<file path="src/rtl/gemm_pkg.sv">
// Shared types for the GEMM result path.
//   state_t : result packer sequencing states
//   line_t  : one packed 256-bit result line plus its end-of-tile marker
package gemm_pkg;

   localparam int RESULT_LANES  = 16;
   localparam int RESULT_ELEM_W = 16;
   localparam int RESULT_LINE_W = 256;

   typedef enum logic [1:0] {
      ST_IDLE  = 2'd0,
      ST_PACK  = 2'd1,
      ST_DRAIN = 2'd2
   } state_t;

   typedef struct packed {
      logic                     last;
      logic [RESULT_LINE_W-1:0] data;
   } line_t;

endpackage

</file>
<file path="src/rtl/result_line_fifo.sv">
// First-word-fall-through FIFO of packed result lines.
//   clk_i, rst_n_i : clock, asynchronous active-low reset
//   flush_i        : synchronous clear of pointers and level (wins over push/pop)
//   push_i         : write push_line_i; ignored when full unless a pop happens too
//   pop_i          : drop the head line; ignored when empty
//   head_line_o    : current head, forced to zero while empty
//   full_o, empty_o, level_o : occupancy status
module result_line_fifo
   import gemm_pkg::*;
#(
   parameter int  DEPTH = 16,
   localparam int AW    = $clog2(DEPTH),
   localparam int LW    = AW + 1
) (
   input  logic          clk_i,
   input  logic          rst_n_i,
   input  logic          flush_i,
   input  logic          push_i,
   input  line_t         push_line_i,
   input  logic          pop_i,
   output line_t         head_line_o,
   output logic          full_o,
   output logic          empty_o,
   output logic [LW-1:0] level_o
);

   line_t         mem_q [DEPTH];
   logic [AW-1:0] wr_ptr_q;
   logic [AW-1:0] rd_ptr_q;
   logic [LW-1:0] level_q;
   logic          do_push;
   logic          do_pop;

   assign full_o  = (level_q == LW'(DEPTH));
   assign empty_o = (level_q == '0);
   assign do_pop  = pop_i & ~empty_o;
   // When full, the slot being written is the one the pop frees this cycle.
   assign do_push = push_i & (~full_o | do_pop);

   // Masked so the line bus reads as zero whenever nothing is queued.
   assign head_line_o = empty_o ? '0 : mem_q[rd_ptr_q];
   assign level_o     = level_q;

   always_ff @(posedge clk_i) begin
      if (do_push && !flush_i) begin
         mem_q[wr_ptr_q] <= push_line_i;
      end
   end

   always_ff @(posedge clk_i or negedge rst_n_i) begin
      if (!rst_n_i) begin
         wr_ptr_q <= '0;
         rd_ptr_q <= '0;
         level_q  <= '0;
      end else if (flush_i) begin
         wr_ptr_q <= '0;
         rd_ptr_q <= '0;
         level_q  <= '0;
      end else begin
         if (do_push) wr_ptr_q <= wr_ptr_q + AW'(1);
         if (do_pop)  rd_ptr_q <= rd_ptr_q + AW'(1);
         level_q <= level_q + LW'(do_push) - LW'(do_pop);
      end
   end

endmodule

</file>
<file path="src/rtl/result_packer_fifo.sv">
// Packs the compute engine's FP16 result stream into 256-bit lines and
// queues them for writeback.
//   i_clk, i_reset_n      : clock, asynchronous active-low reset
//   i_tile_en             : start/abort pulse, latches i_total_results
//   i_result_data/valid   : one result per cycle from the engine
//   o_result_full/afull   : backpressure flags sampled by the engine
//   o_line_data/valid/last, i_line_ready : FWFT line handshake to writeback
//   o_tile_done           : pulse the cycle after the last line is taken
//   o_accept_count        : results accepted this tile (saturating)
//   o_overflow            : sticky, a line-completing result was dropped
//   o_level               : FIFO occupancy in lines
//
// state    | meaning
// ST_IDLE  | no tile active, incoming results ignored
// ST_PACK  | accepting results into the pack register
// ST_DRAIN | all results taken, waiting for the last line to be consumed
module result_packer_fifo
   import gemm_pkg::*;
#(
   parameter int LINE_DEPTH  = 16,
   parameter int AFULL_LINES = 2,
   parameter int ELEM_W      = RESULT_ELEM_W,
   parameter int LANES       = RESULT_LANES
) (
   input  logic                          i_clk,
   input  logic                          i_reset_n,
   input  logic                          i_tile_en,
   input  logic [15:0]                   i_total_results,
   input  logic [15:0]                   i_result_data,
   input  logic                          i_result_valid,
   output logic                          o_result_full,
   output logic                          o_result_afull,
   output logic [RESULT_LINE_W-1:0]      o_line_data,
   output logic                          o_line_valid,
   input  logic                          i_line_ready,
   output logic                          o_line_last,
   output logic                          o_tile_done,
   output logic [15:0]                   o_accept_count,
   output logic                          o_overflow,
   output logic [$clog2(LINE_DEPTH):0]   o_level
);

   localparam int LVL_W  = $clog2(LINE_DEPTH) + 1;
   localparam int LANE_W = $clog2(LANES);
   localparam logic [LANE_W-1:0] LAST_LANE = LANE_W'(LANES - 1);

   state_t                   state_q;
   logic [15:0]              total_q;
   logic [15:0]              count_q;
   logic [LANE_W-1:0]        lane_q;
   logic [LANE_W-1:0]        lane_d;
   logic [RESULT_LINE_W-1:0] pack_q;
   logic [RESULT_LINE_W-1:0] pack_merged;
   logic                     ovf_q;
   logic                     done_q;
   logic                     afull_q;
   logic                     afull_d;

   logic                     fifo_full;
   logic                     fifo_empty;
   logic [LVL_W-1:0]         fifo_level;
   logic [LVL_W-1:0]         level_d;
   line_t                    head_line;
   line_t                    push_line;

   logic                     pop;
   logic                     push;
   logic                     is_final;
   logic                     completes;
   logic                     blocked;
   logic                     offered;
   logic                     accept;
   logic                     drop;

   assign pop       = ~fifo_empty & i_line_ready;
   // count_q < total_q whenever packing, so the increment cannot wrap here.
   assign is_final  = (count_q + 16'd1) == total_q;
   assign completes = (lane_q == LAST_LANE) | is_final;
   assign blocked   = fifo_full & ~pop & completes;
   assign offered   = i_result_valid & (state_q == ST_PACK) & ~i_tile_en;
   assign accept    = offered & ~blocked;
   assign drop      = offered & blocked;
   assign push      = accept & completes;

   always_comb begin
      pack_merged = pack_q;
      pack_merged[int'(lane_q)*ELEM_W +: ELEM_W] = i_result_data;
   end

   assign push_line = '{last: is_final, data: pack_merged};

   always_comb begin
      lane_d = lane_q;
      if (i_tile_en || push) lane_d = '0;
      else if (accept)       lane_d = lane_q + LANE_W'(1);
   end

   // Almost-full is registered from next-state occupancy so it tracks
   // o_level and the pack register with no extra cycle of lag.
   always_comb begin
      int free_lines;
      level_d    = i_tile_en ? '0 : fifo_level + LVL_W'(push) - LVL_W'(pop);
      free_lines = LINE_DEPTH - int'(level_d) - ((lane_d != '0) ? 1 : 0);
      afull_d    = (free_lines <= AFULL_LINES);
   end

   result_line_fifo #(
      .DEPTH (LINE_DEPTH)
   ) u_fifo (
      .clk_i       (i_clk),
      .rst_n_i     (i_reset_n),
      .flush_i     (i_tile_en),
      .push_i      (push),
      .push_line_i (push_line),
      .pop_i       (pop),
      .head_line_o (head_line),
      .full_o      (fifo_full),
      .empty_o     (fifo_empty),
      .level_o     (fifo_level)
   );

   always_ff @(posedge i_clk or negedge i_reset_n) begin
      if (!i_reset_n) begin
         state_q <= ST_IDLE;
         total_q <= '0;
         count_q <= '0;
         lane_q  <= '0;
         pack_q  <= '0;
         ovf_q   <= 1'b0;
         done_q  <= 1'b0;
         afull_q <= 1'b0;
      end else begin
         done_q  <= 1'b0;
         afull_q <= afull_d;
         lane_q  <= lane_d;
         if (i_tile_en) begin
            // Start or abort: the aborted tile never reports done.
            total_q <= i_total_results;
            count_q <= '0;
            ovf_q   <= 1'b0;
            pack_q  <= '0;
            if (i_total_results == 16'd0) begin
               state_q <= ST_IDLE;
               done_q  <= 1'b1;
            end else begin
               state_q <= ST_PACK;
            end
         end else begin
            if (accept) begin
               pack_q <= push ? '0 : pack_merged;
               if (count_q != 16'hFFFF) count_q <= count_q + 16'd1;
            end
            if (drop) ovf_q <= 1'b1;
            case (state_q)
               ST_IDLE: ;
               ST_PACK: begin
                  if (accept && is_final) state_q <= ST_DRAIN;
               end
               ST_DRAIN: begin
                  if (pop && head_line.last) begin
                     done_q  <= 1'b1;
                     state_q <= ST_IDLE;
                  end
               end
               default: state_q <= ST_IDLE;
            endcase
         end
      end
   end

   assign o_result_full  = fifo_full & (lane_q != '0);
   assign o_result_afull = afull_q;
   assign o_line_data    = head_line.data;
   assign o_line_last    = head_line.last;
   assign o_line_valid   = ~fifo_empty;
   assign o_tile_done    = done_q;
   assign o_accept_count = count_q;
   assign o_overflow     = ovf_q;
   assign o_level        = fifo_level;

endmodule

</file>
<file path="config.mk">
export PLATFORM = sky130hd
export DESIGN_NAME = result_packer_fifo
export DESIGN_NICKNAME = d
export VERILOG_FILES = /design/src/rtl/gemm_pkg.sv /design/src/rtl/result_line_fifo.sv /design/src/rtl/result_packer_fifo.sv
export SDC_FILE = /design/constraint.sdc
export NUM_CORES = 2
export LEC_CHECK = 0
export CORE_MARGIN = 10
export CORE_UTILIZATION = 56
export DETAILED_ROUTE_END_ITERATION = 6
export PLACE_DENSITY = 0.76
export SLEW_MARGIN = 25
export SYNTH_ARGS = -nofsm -noshare
export SYNTH_HDL_FRONTEND = slang
export SYNTH_HIERARCHICAL = 1
export SYNTH_MEMORY_MAX_BITS = 65536
export SYNTH_SLANG_ARGS = --single-unit
export TNS_END_PERCENT = 5
</file>
<file path="constraint.sdc">
create_clock -name i_clk -period 27.3 [get_ports i_clk]
set_clock_uncertainty 0.1 [all_clocks]
set_input_delay 6.825 -clock i_clk [delete_from_list [all_inputs] [get_ports i_clk]]
set_output_delay 6.825 -clock i_clk [all_outputs]
set_load 0.03 [all_outputs]
</file>
======== Word-level counts from Yosys, hierarchy flattened ========
Memory sizes are Yosys's and may differ from the RTL's.
Cells that the tools add are included.
word-level totals
  register bits ........................... 310
  memory bits (writable) .................. 4112
  bits of input ports ..................... 37
  output and inout port bits .............. 283
  word-level logic and storage cells ...... 100
  memories kept ........................... 1
memories
  name          words  bits a word  read ports  clocked after Yosys merged registers in  write ports  RTL line                RTL
  u_fifo.mem_q  16     257          1           0                                        1            result_line_fifo.sv:27  line_t mem_q [DEPTH];
cells by class
  add/subtract/negate cells ............... 11
  order comparisons ....................... 1
  eq/ne operators ......................... 9
  shift-type cells ........................ 2
  multiplexer cells ....................... 30
  bitwise gates (word level) .............. 18
  reduce and logical (&&, ||, !) cells .... 17
operators by type and width
  operator                                                         count
  2-to-1 mux 256 bit                                               3
  2-to-1 mux 257 bit                                               1
  bitwise mux 256 bit                                              1
  variable shift 16 x 33 -> 256 bit (first input constant)         1
  indexed part select 16 x 33 -> 256 bit                           1
  2-to-1 mux 16 bit                                                3
  negator 8 -> 33 bit                                              1
  2-to-1 mux 4 bit                                                 6
  adder 16 x 1 -> 16 bit (second input constant)                   1
  equality test 16 bit                                             1
  zero test 16 bit                                                 1
  inequality test 16 bit (second input constant)                   1
  adder 4 x 1 -> 4 bit (second input constant)                     3
  AND 1 bit                                                        11
  adder 5 x 1 -> 5 bit                                             2
  2-to-1 mux 1 bit                                                 10
  2-to-1 mux 5 bit                                                 2
  nonzero test 2 bit                                               5
  subtractor 5 x 1 -> 5 bit                                        2
  nonzero test 4 bit                                               2
  less-or-equal comparator 7 x 3 -> 1 bit (second input constant)  1
  subtractor 6 x 2 -> 7 bit                                        1
  2-to-1 mux 2 bit                                                 3
  one-hot mux 2 bit (3 select lines)                               1
  other kinds (17)                                                 24

======== Longest topological paths before layout ========
  depth after elaboration ................. 15
  mapped depth ............................ 25
  gate-level depth less buffers ........... 24

======== Hierarchy ========
Netlist, hierarchy kept.
modules (own cells, without submodules)
  module              instances  cells each  area an instance (um^2)  sequential area each (um^2)
  result_line_fifo    1          6110        154425.6                 123803.7
  result_packer_fifo  1          1519        15378.5                  7432.1

======== Least setup slack after synthesis ========
Ideal clock, no wire load.
  kind .................................... input port to flip-flop
  from .................................... in i_line_ready
  to ...................................... mem u_fifo/mem_q[0][0] in the netlist's numbering (enable)
  arrival time ............................ 31.928 ns
  required time ........................... 25.699 ns
  path slack .............................. -6.229 ns
  stages .................................. 5
  buffers on the path ..................... 0
  path through ............................ nor2b_1 > nand2b_1 > and3_1 > o21ai_1 > nor4_1
between the ends
  cells in the longest elaborated chain, start to end .. 11
  elaborated cells between the ends (all ways) .. 13
  those cells by class .................... 2 x mux; 10 x bitwise; 1 x reduce/logical
ends and longest elaborated chain
  what                                    RTL line                  RTL
  start: declaration                      result_packer_fifo.sv:35  input logic i_line_ready,
  AND 1 bit                               result_packer_fifo.sv:75  assign pop = ~fifo_empty & i_line_ready;
  NOT 1 bit                               result_packer_fifo.sv:79  assign blocked = fifo_full & ~pop & completes;
  AND 1 bit (2 in a row)                  result_packer_fifo.sv:79
  NOT 1 bit                               result_packer_fifo.sv:81  assign accept = offered & ~blocked;
  AND 1 bit                               result_packer_fifo.sv:81
  AND 1 bit                               result_packer_fifo.sv:83  assign push = accept & completes;
  via push                                result_packer_fifo.sv:67  logic push;
  AND 1 bit                               result_line_fifo.sv:38    assign do_push = push_i & (~full_o | do_pop);
  logical AND 1 bit                       result_line_fifo.sv:45    if (do_push && !flush_i) begin
  2-to-1 mux 1 bit                        result_line_fifo.sv:45
  2-to-1 mux 1 bit (not written as such)  result_line_fifo.sv:46    mem_q[wr_ptr_q] <= push_line_i;
  end: declaration                        result_line_fifo.sv:27
The timed path passes the listed nets, and every way through them passes these cells.

======== Final worst setup path ========
  from .................................... reg u_fifo.rd_ptr_q[0]
  to ...................................... out o_line_data[144]
between the ends
  cells in the longest elaborated chain, start to end .. 2
ends and longest elaborated chain
  what                      RTL line                  RTL
  start: declaration        result_line_fifo.sv:29    logic [AW-1:0] rd_ptr_q;
  start signal: assignment  result_line_fifo.sv:61    if (do_pop) rd_ptr_q <= rd_ptr_q + AW'(1);
  memory (16 x 257 bit)     --
  2-to-1 mux 257 bit        result_line_fifo.sv:41    assign head_line_o = empty_o ? '0 : mem_q[rd_ptr_q];
  end: declaration          result_packer_fifo.sv:33  output logic [RESULT_LINE_W-1:0] o_line_data,
Every way passes these cells.

==> impl_metrics.json <==
{
  "io_buffers": 319,
  "slew_headroom_pct": 20.8,
  "synth_edf_count": 4112,
  "async_flop_share_pct": 7.01,
  "final_util_pct": 63.7,
  "worstHoldStart": "pack_q[106]$_DFFE_PN0P_",
  "worst_pin_slew_ns": 1.18,
  "hold_viol_final": 0,
  "maxCapViolCount": 0,
  "gp_congestion": 0.795,
  "critPathMaxFanout": 105,
  "cts_resized": 0,
  "fmax_mhz": 71.1,
  "final_layout_size_suffix_gt1_share_pct": 25.3,
  "start_kind": "register",
  "grt_pass1_wl_um": 633000,
  "cellPowerDensity_mw_per_mm2": 83.5,
  "r2r_setup_slack_ns": 19.95,
  "synth_area_leaders": "edfxtp_1 73%, mux4_2 14%, dfrtp_1 4.6%, a22o_1 2.3%, a221o_1 1.5%",
  "post_drt_wl_per_cell_um": 35.1,
  "ant_nets": 0,
  "cts-hold-fix-buffers": 0,
  "firstDrtPassIters": 6,
  "core-area_mm2": 0.302,
  "numCtsBuffers": 430,
  "fillerInstances": 19100,
  "first_iter_violations": 11800,
  "cts-root-buf": "clkbuf_16",
  "areaGrowthSynthToFinish_pct": 13.4,
  "htreeDepth": 5,
  "post-route-period-util_pct": 51.5,
  "syn_inst": 7629,
  "synth-seq-area-share_pct": 77.3,
  "r2r_cells": 13,
  "gr-total-overflow": 0,
  "post_cts_buffers": 0,
  "dieArea_mm2": 0.326,
  "setup-violations-final": 0,
  "dp.cells": 11700,
  "fin_setup_tns_ns": 0,
  "hold_path.class": "register to register",
  "drt-total-wl_um": 441000,
  "grt_pass1_vias": 87800,
  "worst_ep_arrival_time_ns": 7.15,
  "path_clk_slew_ns": 0.06,
  "path_class": "register to primary output",
  "r2r-start": "o_accept_count[2]$_DFFE_PN0P_",
  "dp.final_hpwl_um": 221000,
  "grt_max_degree": 126,
  "worst_ep_required_time_ns": 20.38,
  "ir_drop_mv": 0.0646,
  "min_period_ns": 14.07,
  "clockBufferDepth": 4,
  "initial_core_util_pct": 56.2,
  "whs_ns": 0.390,
  "ys_warn_count": 6,
  "path_delay_family": "buffers and inverters",
  "grt_usage_pct": 26.7,
  "die_h_um": 571,
  "status": "finished, final reports clean",
  "via_per_inst": 6.86,
  "yosysTopAreaCellShare_pct": 72.7,
  "row_count": 202,
  "hold_depth": 1,
  "final_nets": 8207,
  "synth-seq-cells": 4422,
  "slowest_stage": "dfrtp_4",
  "slowest_delay_ns": 0.90,
  "rsz0062_at_grt": "no",
  "whs_endpoint": "pack_q[106]$_DFFE_PN0P_",
  "synthesis.area_mm2": 0.170,
  "via_count": 86000,
  "synth_area_leader_cell": "edfxtp_1",
  "crit_path_frequent_cell": "buf_4",
  "synth_nets": 7690,
  "reg2reg_to": "u_fifo/mem_q[5][54]$_DFFE_PP_",
  "leakage_nw": 60.1,
  "io_pins": 320,
  "stdcell_count": 12500,
  "crit_chain": "buf_4, buf_4, buf_12, buf_6, mux4_2, a22o_1, a221o_1, clkdlybuf4s50_1",
  "clkSinkCount": 4422,
  "tritoncts": "built",
  "ys.flop_type": "edfxtp_1",
  "critPathBufInv": 5,
  "antenna_found_initial": 29,
  "endpoint_kind": "primary output",
  "synth.distinct_cells": 79,
  "critical_path_cell_count": 8,
  "clock_latency_ns": 1.01,
  "drc_errors": 0,
  "slew_viol_final": 0,
  "syn_avg_cell_area_um2": 22.3,
  "die-width_um": 571
}
==> through the flow <==
stage,power (W),instance area (µm²),worst slack (ns)
2_1_floorplan,0.00926,170000,-6.23
3_3_place_gp,0.0102,178000,13.81
4_1_cts,0.0162,192000,12.94
5_1_grt,0.0165,193000,12.60
3_5_place_dp,0.0102,178000,13.98
6_report,0.0161,193000,13.23
==> registers in the layout, indices dropped and copies added (netlist names) <==
signal,flops
pack_q,256
o_accept_count,16
u_fifo/level_o,5
u_fifo/rd_ptr_q,4
lane_q,4
o_overflow,1
state_q,2
u_fifo/wr_ptr_q,4
total_q,16
o_result_afull,1
u_fifo/mem_q,4112
o_tile_done,1
==> logic make-up after synthesis <==
family	count (synthesis)	share of synthesized area (%)
adders and majority gates	24	0.186
muxes	1151	14.4
and+or+nand+nor	520	1.44
xor gates and xnor gates	40	0.206
buffers and inverters	509	1.64
AOI/OAI and AO/OA	963	4.81
DFF	4422	77.3
==> synth_stat cells (3+ instances only) <==
library cell	n
edfxtp_1	4112
mux4_2	1027
a22o_1	447
dfrtp_1	310
nand2_1	274
a221o_1	256
clkbuf_1	211
buf_2	159
o21ai_0	138
mux2_2	117
buf_6	83
o2bb2ai_1	64
nand3_1	60
nor2_1	58
inv_1	25
nor3_1	24
xor2_1	23
ha_1	22
buf_1	20
a21oi_1	18
xnor2_1	17
nand2b_1	16
nor4_1	11
and3_1	9
nor2b_1	9
nand4_1	8
and4_1	7
buf_4	7
mux2i_1	7
nand3b_1	5
or3_1	5
a21o_1	4
and2_1	4
or2_2	4
a21o_4	3
a31oi_1	3
a32o_1	3
nor2_2	3
o2111ai_1	3
o211ai_1	3
or4b_1	3
==> layout by cell type (no fill, tap or decap), types with 17 or more instances in the layout <==
cell and instances:
nand2_1 274, clkbuf_8 54, clkbuf_1 105, nor2_1 55, bufinv_16 39, a22o_1 447
o21ai_1 18, nand3_1 60, a221o_1 256, o21ai_2 67, edfxtp_1 4112, mux2_2 117
clkinv_1 63, ha_1 21, xnor2_1 17, buf_4 210, mux4_2 1027, dfrtp_1 308
a21oi_1 18, clkinvlp_4 17, clkinv_2 62, inv_1 25, xor2_1 23, diode_2 35
clkbuf_16 433, o21ai_0 54, o2bb2ai_1 64, buf_12 23, clkdlybuf4s50_1 314
==> layer usage <==
layer  track usage, %  wire length (µm)
met1             37.7            163000
met3             6.20             50200
met4             8.92             15400
met5                0                33
met2             41.9            212000
==> final cells by class <==
| class | count | area [µm²] | area share (%) |
|---|---|---|---|
| sequential | 4422 | 131000 | 68.1 |
| multi-input combinational | 2698 | 36200 | 18.8 |
| clock buffer | 592 | 12000 | 6.22 |
| timing repair buffer | 567 | 5470 | 2.84 |
| tap | 3978 | 4980 | 2.58 |
| clock inverter | 214 | 2530 | 1.32 |
| inverter | 27 | 106 | 0.0552 |
| antenna | 35 | 87.6 | 0.0455 |
==> worst max-delay path by stage <==
stage / start / to
after floorplan: i_line_ready / u_fifo/mem_q[0][0]$_DFFE_PP_
after detailed placement: u_fifo/rd_ptr_q[0]$_DFFE_PN0P_ / o_line_data[75]
after global routing: u_fifo/rd_ptr_q[0]$_DFFE_PN0P_ / o_line_data[185]
after global placement: u_fifo/rd_ptr_q[0]$_DFFE_PN0P_ / o_line_data[144]
final: u_fifo/rd_ptr_q[0]$_DFFE_PN0P_ / o_line_data[144]
after CTS: u_fifo/rd_ptr_q[0]$_DFFE_PN0P_ / o_line_data[95]
==> power breakdown <==
part           internal (W)  switching (W)  total (W)
Combinational       0.00113        0.00158    0.00271
Sequential          0.00733      0.0000249    0.00735
Clock               0.00346        0.00256    0.00602
No activity file was read; power rests on OpenSTA's default activity.
